## config.mk

```make
export PLATFORM = sky130hd
export DESIGN_NAME = sseg_scan_ctrl
export DESIGN_NICKNAME = d
export VERILOG_FILES = /design/src/rtl/sseg_pkg.sv /design/src/rtl/hex7seg_dec.sv /design/src/rtl/sseg_scan_ctrl.sv
export SDC_FILE = /design/constraint.sdc
export NUM_CORES = 1
export LEC_CHECK = 0
export BUFFER_PORTS_ARGS = -buffer_cell sky130_fd_sc_hd__buf_2
export CAP_MARGIN = 10
export CORE_AREA = 2 2 87 89
export CTS_BUF_LIST = sky130_fd_sc_hd__clkbuf_2 sky130_fd_sc_hd__clkbuf_4 sky130_fd_sc_hd__clkbuf_8
export CTS_CLUSTER_DIAMETER = 30
export CTS_CLUSTER_SIZE = 8
export DETAILED_ROUTE_END_ITERATION = 10
export DIE_AREA = 0 0 89 91
export PLACE_DENSITY = 0.79
export SLEW_MARGIN = 15
export SYNTH_ARGS = -nofsm -noshare
export SYNTH_HDL_FRONTEND = slang
export SYNTH_HIERARCHICAL = 1
export SYNTH_SLANG_ARGS = --single-unit
```

## constraint.sdc

```tcl
create_clock -name clk -period 4.7 [get_ports clk]
set_input_delay 0.94 -clock clk [delete_from_list [all_inputs] [get_ports clk]]
set_output_delay 0.94 -clock clk [all_outputs]
set_load 0.005 [all_outputs]
```

## src/rtl/sseg_pkg.sv

```systemverilog
// Shared constants for the seven-segment scan controller: the blank
// pattern, the active-low hex-to-segment table and an index-width helper.
package sseg_pkg;

    // All segments and the decimal point dark (active low).
    localparam logic [7:0] SEG_OFF = 8'hFF;

    // Active-low {g,f,e,d,c,b,a} patterns, entry n shows hex digit n.
    // The first element of the concatenation is entry 15.
    localparam logic [15:0][6:0] SEG_TABLE = {
        7'h0E, 7'h06, 7'h21, 7'h46,   // F E d C
        7'h03, 7'h08, 7'h10, 7'h00,   // b A 9 8
        7'h78, 7'h02, 7'h12, 7'h19,   // 7 6 5 4
        7'h30, 7'h24, 7'h79, 7'h40    // 3 2 1 0
    };

    // Width of a digit index; a single-digit display still gets one bit.
    function automatic int idx_w(input int n);
        return (n > 1) ? $clog2(n) : 1;
    endfunction

endpackage

```

## src/rtl/hex7seg_dec.sv

```systemverilog
// Combinational hex digit to active-low seven-segment decoder.
module hex7seg_dec
    import sseg_pkg::*;
(
    input  logic [3:0] hex,
    output logic [6:0] seg
);

    // Straight table lookup; every 4-bit code has an entry.
    assign seg = SEG_TABLE[hex];

endmodule

```

## src/rtl/sseg_scan_ctrl.sv

```systemverilog
// Time-multiplexed scan controller for an N-digit common-anode display.
// Inputs are snapshotted once per frame; blink, blanking, leading-zero
// suppression and PWM dimming gate each slot; an/sseg are registered.
module sseg_scan_ctrl
    import sseg_pkg::*;
#(
    parameter int N_DIGITS   = 4,
    parameter int DIV_LOG2   = 16,
    parameter int PWM_BITS   = 4,
    parameter int BLINK_LOG2 = 6
) (
    input  logic                    clk,
    input  logic                    reset,
    input  logic [4*N_DIGITS-1:0]   hex_in,
    input  logic [N_DIGITS-1:0]     dp_in,
    input  logic [N_DIGITS-1:0]     blank_in,
    input  logic [N_DIGITS-1:0]     blink_en,
    input  logic                    lz_blank,
    input  logic [PWM_BITS-1:0]     bright,
    output logic [N_DIGITS-1:0]     an,
    output logic [7:0]              sseg,
    output logic                    frame_tick
);

    localparam int             IW       = idx_w(N_DIGITS);
    localparam logic [IW-1:0]  IDX_LAST = IW'(N_DIGITS - 1);

    // Scan counters
    logic [DIV_LOG2-1:0]    div_cnt;
    logic [IW-1:0]          digit_idx;
    logic [BLINK_LOG2-1:0]  frame_cnt;
    logic                   blink_ph;
    logic                   load_pend;

    // Frame snapshot of every input
    logic [N_DIGITS-1:0][3:0] hex_snap;
    logic [N_DIGITS-1:0]      dp_snap;
    logic [N_DIGITS-1:0]      blank_snap;
    logic [N_DIGITS-1:0]      blink_snap;
    logic                     lz_snap;
    logic [PWM_BITS-1:0]      bright_snap;

    // Slot gating
    logic                  slot_end;
    logic                  frame_end;
    logic [PWM_BITS-1:0]   phase;
    logic                  pwm_on;
    logic [N_DIGITS-1:0]   lz_zero;
    logic [N_DIGITS-1:0]   suppress;
    logic                  hi_zero;
    logic [3:0]            cur_hex;
    logic [6:0]            cur_seg;
    logic                  lit;

    assign slot_end  = &div_cnt;
    assign frame_end = slot_end && (digit_idx == IDX_LAST);

    // Slot divider and digit pointer; a single-digit build keeps the pointer at 0.
    always_ff @(posedge clk or posedge reset) begin
        if (reset) begin
            div_cnt   <= '0;
            digit_idx <= '0;
        end else begin
            div_cnt <= div_cnt + 1'b1;
            if (slot_end)
                digit_idx <= (digit_idx == IDX_LAST) ? '0 : digit_idx + 1'b1;
        end
    end

    // Frame counter drives the blink phase, which flips once per counter wrap.
    always_ff @(posedge clk or posedge reset) begin
        if (reset) begin
            frame_cnt <= '0;
            blink_ph  <= 1'b0;
        end else if (frame_end) begin
            frame_cnt <= frame_cnt + 1'b1;
            if (&frame_cnt)
                blink_ph <= ~blink_ph;
        end
    end

    // Capture all inputs at frame end (or right after reset) so a frame is never mixed.
    always_ff @(posedge clk or posedge reset) begin
        if (reset) begin
            load_pend   <= 1'b1;
            hex_snap    <= '0;
            dp_snap     <= '1;
            blank_snap  <= '1;
            blink_snap  <= '0;
            lz_snap     <= 1'b0;
            bright_snap <= '0;
        end else begin
            load_pend <= 1'b0;
            if (frame_end || load_pend) begin
                hex_snap    <= hex_in;
                dp_snap     <= dp_in;
                blank_snap  <= blank_in;
                blink_snap  <= blink_en;
                lz_snap     <= lz_blank;
                bright_snap <= bright;
            end
        end
    end

    // Leading-zero mask: a digit is suppressible when it and all digits above are zero.
    always_comb begin
        lz_zero = '0;
        hi_zero = 1'b1;
        for (int i = N_DIGITS - 1; i >= 0; i--) begin
            hi_zero    = hi_zero && (hex_snap[i] == 4'h0);
            lz_zero[i] = hi_zero;
        end
        suppress    = lz_snap ? lz_zero : '0;
        suppress[0] = 1'b0;
    end

    // PWM: the top bits of the slot divider sweep the duty; all-ones means full on.
    assign phase  = div_cnt[DIV_LOG2-1 -: PWM_BITS];
    assign pwm_on = (&bright_snap) || (phase < bright_snap);

    assign cur_hex = hex_snap[digit_idx];

    hex7seg_dec u_dec (
        .hex (cur_hex),
        .seg (cur_seg)
    );

    // The snapshot is not yet valid on the first edge after reset, so stay dark then.
    assign lit = !load_pend
              && !blank_snap[digit_idx]
              && !(blink_ph && blink_snap[digit_idx])
              && !suppress[digit_idx]
              && pwm_on;

    // Registered pin drivers; at most one anode low, frame_tick aligned with the new snapshot.
    always_ff @(posedge clk or posedge reset) begin
        if (reset) begin
            an         <= '1;
            sseg       <= SEG_OFF;
            frame_tick <= 1'b0;
        end else begin
            frame_tick <= frame_end;
            if (lit) begin
                an   <= ~(N_DIGITS'(1) << digit_idx);
                sseg <= {dp_snap[digit_idx], cur_seg};
            end else begin
                an   <= '1;
                sseg <= SEG_OFF;
            end
        end
    end

endmodule

```

Word level (Yosys, flattened, before mapping)
Memories as Yosys holds them, arrays and structs flattened.
Index checks and enable logic that the tools add are counted.
{ "totals": {"elab_cells": 65, "ramBits": 0, "register_bits": 72, "out_inout_bits": 13, "mem_count": 1, "latch_bits": 0, "input_bits": 35, "mem_bits_ro": 112} }
{ "op_classes": {"order_cmp": 3, "muxes": 15, "n_addsub": 3, "reduce_logical": 22, "n_bitwise": 2, "shift": 1, "multipliers": 0, "div": 0, "n_eq_ne": 1} }
{ "mem_list": {"columns": ["memory", "words", "word_bits", "rd", "rd_clocked_by_memory_dff", "wr", "line_no", "text"], "rows": [
  ["(name not given)", 16, 7, 1, 0, 0, "hex7seg_dec.sv:10", "assign seg = SEG_TABLE[hex];"]
]} }
{ "ops": {"columns": ["cell", "n"], "rows": [
  ["adder 16 x 1 -> 16 bit (second input constant)", 1],
  ["zero test 4 bit", 4],
  ["AND reduction 16 bit", 1],
  ["two-way mux 4 bit", 3],
  ["logical AND 1 bit", 9],
  ["binary-select mux 1 bit (select 2 bit)", 4],
  ["binary-select mux 4 bit (select 2 bit)", 1],
  ["two-way mux 8 bit", 1],
  ["two-way mux 7 bit", 1],
  ["AND reduction 7 bit", 1],
  ["adder 6 x 1 -> 6 bit (second input constant)", 1],
  ["< comparator 4 x 5 -> 1 bit (second input constant)", 1],
  ["zero test 1 bit", 4],
  ["< comparator 4 bit", 1],
  ["two-way mux 1 bit", 4],
  ["NOT 4 bit", 1],
  ["AND reduction 4 bit", 1],
  ["left shift 1 x 2 -> 4 bit (first input constant)", 1],
  ["< comparator 2 x 3 -> 1 bit (second input constant)", 1],
  ["adder 2 x 1 -> 2 bit (second input constant)", 1],
  ["equality test 2 bit (second input constant)", 1],
  ["logical OR 1 bit", 2],
  ["two-way mux 2 bit", 1],
  ["NOT 1 bit", 1]
]} }

Depth between registers and ports, before layout
{ "depth": {"ltp_word": 11, "mapped_depth": 8} }

Modules after synthesis
The synthesis kept the hierarchy.
{ "by_module_without_submodules": {"columns": ["module", "cells_per_inst", "instances", "area_each_um2", "seq_area_each_um2"], "rows": [
  ["sseg_scan_ctrl", 227, 1, 3204.3, 1828.0],
  ["hex7seg_dec", 31, 1, 252.7, 0.0]
]} }

Worst setup path after synthesis
No wires, ideal clock.
{ "synth_path": {"path_kind": "register -> register", "from": "reg digit_idx[1]", "to": "reg sseg[3]", "synth_period_minus_slack_ns": 2.264, "slack_ns": 2.436, "arrival_time_ns": 2.171, "path_buffers": 1, "stages_incl_launch_ff": 8, "path_cell_list": "dfrtp_1 > clkbuf_1 > mux4_2 > inv_1 > ha_1 > inv_1 > mux4_2 > nand3b_1"} }
{ "synth_via": {"elab_cells_between_ends": 19} }
{ "synth_rtl": {"columns": ["element", "line_no", "text"], "rows": [
  ["from (decl)", "sseg_scan_ctrl.sv:30", "logic [IW-1:0] digit_idx;"],
  ["from (signal assigned)", "sseg_scan_ctrl.sv:66", "digit_idx <= (digit_idx == IDX_LAST) ? '0 : digit_idx + 1'b1;"],
  ["binary-select mux 4 bit (select 2 bit)", "sseg_scan_ctrl.sv:121", "assign cur_hex = hex_snap[digit_idx];"],
  ["two-way mux 4 bit (not written as such)", "sseg_scan_ctrl.sv:121", null],
  ["via cur_hex[0]", "sseg_scan_ctrl.sv:51", "logic [3:0] cur_hex;"],
  ["memory (16 x 7 bit)", null, null],
  ["two-way mux 7 bit (not written as such)", "hex7seg_dec.sv:10", null],
  ["via cur_seg[3]", "sseg_scan_ctrl.sv:52", "logic [6:0] cur_seg;"],
  ["two-way mux 8 bit", "sseg_scan_ctrl.sv:143", "if (lit) begin"],
  ["to (signal assigned)", "sseg_scan_ctrl.sv:145", "sseg <= {dp_snap[digit_idx], cur_seg};"],
  ["to (decl)", "sseg_scan_ctrl.sv:21", "output logic [7:0] sseg,"]
]} }
The timed path passes the listed nets, and every way through them passes these cells. The select of a mux whose other input is x is not followed.
A chain may end at the register's enable or synchronous reset.

Worst setup path after layout
{ "layout_path": {"from": "reg digit_idx[0]", "to": "reg hex_snap[5] (netlist name)"} }
{ "layout_via": {"elab_chain_len": 3} }
{ "layout_rtl": {"columns": ["element", "line_no", "text"], "rows": [
  ["equality test 2 bit", "sseg_scan_ctrl.sv:56", "assign frame_end = slot_end && (digit_idx == IDX_LAST);"],
  ["logical AND 1 bit", "sseg_scan_ctrl.sv:56", null],
  ["logical OR 1 bit", "sseg_scan_ctrl.sv:94", "if (frame_end || load_pend) begin"],
  ["to (signal assigned)", "sseg_scan_ctrl.sv:95", "hex_snap <= hex_in;"],
  ["to (decl)", "sseg_scan_ctrl.sv:36", "logic [N_DIGITS-1:0][3:0] hex_snap;"]
]} }
No other way between the ends.

==> metrics.log <==
INFO  metric outcome = complete, no violations
INFO  metric finalHoldViolCount = 0
INFO  metric ys_warn_count = 6
INFO  metric yosys_register_bits = 72
INFO  metric grt_setup_unrepaired = false
INFO  metric critical_path.max_fanout = 33
INFO  metric cellPowerDensity = ~330 nW/um^2
INFO  metric cp_data_required_time = 4930 ps
INFO  metric cts.repair.resized = 0
INFO  metric synthCells = 258
INFO  metric worst_r2r_startpoint = digit_idx[0]
INFO  metric startpoint_type = flip-flop
INFO  metric ys_seq_area_share = a little over half
INFO  metric timing.final.crit_share = between 50% and 60%
INFO  metric post-cts-setup-buffer-count = 0
INFO  metric drt_pass1_iterations = 5
INFO  metric post_synth.cell_area_avg = 13.4 um^2
INFO  metric clock_skew = between 10 and 15 ps
INFO  metric clock_latency = 350 ps
INFO  metric synth_cell_types = 41
INFO  metric tritoncts.num_buffers = 9
INFO  metric nets = about 360
INFO  metric setup-violations-final = 0
INFO  metric slew_headroom = 32.8%
INFO  metric rows = 31
INFO  metric preCtsSetupSlack = 2150 ps
INFO  metric via_density = 5.18
INFO  metric power.static_leakage = 1.81 nW
INFO  metric htree_levels = 3
INFO  metric globalRouteTotalUtil = 17.0%
INFO  metric via_count_of_the_first_global_routing_pass = 2210
INFO  metric holdCritStartpoint = div_cnt[0]
INFO  metric grt_remaining_overflow = 0
INFO  metric netlist_area = 3460 um^2
INFO  metric most_common_library_cell_in_the_layout_ignoring_fill_and_taps = sky130_fd_sc_hd__dfrtp_1
INFO  metric most-common-layout-cells = 51 x sky130_fd_sc_hd__dfrtp_1, 47 x sky130_fd_sc_hd__buf_2, 35 x sky130_fd_sc_hd__mux2_2
INFO  metric cts_hold_buffers = 0
INFO  metric drt-initial-drc-count = 113
INFO  metric die_area = between 8000 and 9000 um^2
INFO  metric fill_cells = 609
INFO  metric tritoncts = done
INFO  metric place.detailed.hpwl = 4320 um
INFO  metric syn2layout_area_growth = 14.7%
INFO  metric initial_core_utilization = 48.4%
INFO  metric port_buffers = 47
INFO  metric critPathKind = flip-flop to flip-flop
INFO  metric die-height = 91 um
INFO  metric setup-tns-final = 0 ps
INFO  metric cts_root_buf = sky130_fd_sc_hd__clkbuf_8
INFO  metric synth_edf_count = 0
INFO  metric ys_async_sr_fraction = between 90% and 100%
INFO  metric drive_gt1_share = 43.8%
INFO  metric arrival = 2770 ps
INFO  metric clock_transition_at_path_regs = 70 ps
INFO  metric detail_route.wl_per_cell = 14.4 um
INFO  metric worstSetupStartpoint = digit_idx[0]
INFO  metric initial_antenna_violation_count = 0
INFO  metric tightest_slew = 1010 ps
INFO  metric postLayoutSetupSlackWorst = 2160 ps
INFO  metric wirelength = 5940 um
INFO  metric number_of_violations_of_the_max_capacitance_limit = 0
INFO  metric clock_sink_count = 72
INFO  metric gpl.final_weighted_congestion = 0.761
INFO  metric detailroute.via_count = roughly 2100
INFO  metric grt_first_pass_wirelength = 10500 um
INFO  metric post-route-drc-count = 0
INFO  metric die_width = 89 um
INFO  metric max-clock-path-buffers = 2
INFO  metric largest_net_degree_at_the_start_of_global_routing = 38
INFO  metric antenna_cells_inserted = 0
INFO  metric detail-route-antenna-nets = 0
INFO  metric floorplan.io_pins = 48
INFO  metric worst_case_vdd_ir_drop = 0.244 mV
INFO  metric clock.fmax = 394 MHz
INFO  metric timing.final.max_slew_violations = 0
INFO  metric timing.final.crit_period = 2540 ps
INFO  metric worstHoldPathType = flip-flop to flip-flop
INFO  metric syn-num-nets = 309
INFO  metric postSynth.topFlopCell = sky130_fd_sc_hd__dfrtp_1
INFO  metric critical_path.endpoint_type = flip-flop
INFO  metric placeableCoreArea = 7140 um^2
==> registers in the layout, summed over array words and instances, names as in the netlist <==
register and flops:
an 4, frame_cnt 6, bright_snap 4, blank_snap 4, frame_tick 1, blink_ph 1
dp_snap 4, load_pend 1, lz_snap 1, sseg 8, digit_idx 2, hex_snap 16
blink_snap 4, div_cnt 16
==> through the flow <==
step / std cells / hold WS [ps] / total power [W] / utilization [%] / area [um^2]
floorplan: 258 / 442 / 0.000789 / - / 3460
global placement: 396 / 459 / 0.000828 / 52.9 / 3770
detailed placement: 396 / 458 / 0.000835 / 52.9 / 3770
CTS: 412 / 476 / 0.00131 / 55.6 / 3970
global route: 412 / 503 / 0.00136 / 55.6 / 3970
finish: 412 / 470 / 0.00130 / 55.6 / 3970
==> critical path, cell delays in order (launching register included) <==
cell and delay (ps):
sky130_fd_sc_hd__dfrtp_1 580, sky130_fd_sc_hd__ha_1 350, sky130_fd_sc_hd__and4_1 250, sky130_fd_sc_hd__a21oi_4 800, sky130_fd_sc_hd__mux2_2 430
==> cell families (layout without fill, tap and decap cells) <==
| logic type | Yosys count | count (layout) | synth area share [%] |
|---|---|---|---|
| AO/OA/AOI/OAI | 15 | 15 | 2.86 |
| buffers and inverters | 22 | 77 | 3.08 |
| multiplexers | 49 | 49 | 18.4 |
| AND/OR/NAND/NOR | 63 | 63 | 11.8 |
| flip-flops | 72 | 72 | 52.9 |
| adder cells (fa/ha/maj) | 16 | 16 | 5.79 |
| other | 1 | 1 | 0.108 |
| XOR/XNOR | 20 | 20 | 5.07 |
==> power by group <==
group	switching (W)	leakage (nW)	internal (W)
Combinational	0.0000633	0.849	0.0000719
Clock	0.000229	0.0955	0.000248
Sequential	0.0000208	0.861	0.000666
Total	0.000313	1.81	0.000986
==> routing by layer <==
metal | routed length [um] | global-route usage, % | up-vias
met1 | 2810 | 24.0 | 1053
met5 | 0 | 0 | -
met3 | 306 | 6.55 | 10
met4 | 92 | 5.22 | 0
li1 | - | - | 1020
met2 | 2730 | 24.3 | 51
==> cell type report <==
type	instances	area [um^2]	area share, %
multi-input cells	164	1530	38.6
clock inverters	6	60.1	1.51
repair buffers	48	243	6.12
flip-flops and latches	72	1830	46.1
inverters	13	48.8	1.23
well taps	99	124	3.12
clock buffers	10	131	3.31
==> synthesized netlist by cell type (7+ instances only) <==
cell	count	area [um^2]
sky130_fd_sc_hd__dfstp_2	21	552
sky130_fd_sc_hd__nand3_1	17	85.1
sky130_fd_sc_hd__o21ai_0	7	35.0
sky130_fd_sc_hd__mux4_2	8	180
sky130_fd_sc_hd__xor2_1	11	96.3
sky130_fd_sc_hd__xnor2_1	9	78.8
sky130_fd_sc_hd__dfrtp_1	51	1280
sky130_fd_sc_hd__ha_1	16	200
sky130_fd_sc_hd__mux2_2	35	394
sky130_fd_sc_hd__nand3b_1	7	52.6
sky130_fd_sc_hd__nand2_1	7	26.3
sky130_fd_sc_hd__inv_1	12	45.0
sky130_fd_sc_hd__nor2_1	9	33.8
==> final timing paths <==
kind                                  to  slack (ps)  cells after the start
max                          hex_snap[5]        2160                      4
min                           div_cnt[0]         470                      1
max reg2reg                  hex_snap[5]        2160                      4
min reg2reg                   div_cnt[0]         470                      1
max in group asynchronous  blank_snap[3]        3060                      3
min in group asynchronous   frame_cnt[5]         700                      2
(Power assumes the default switching activity.)
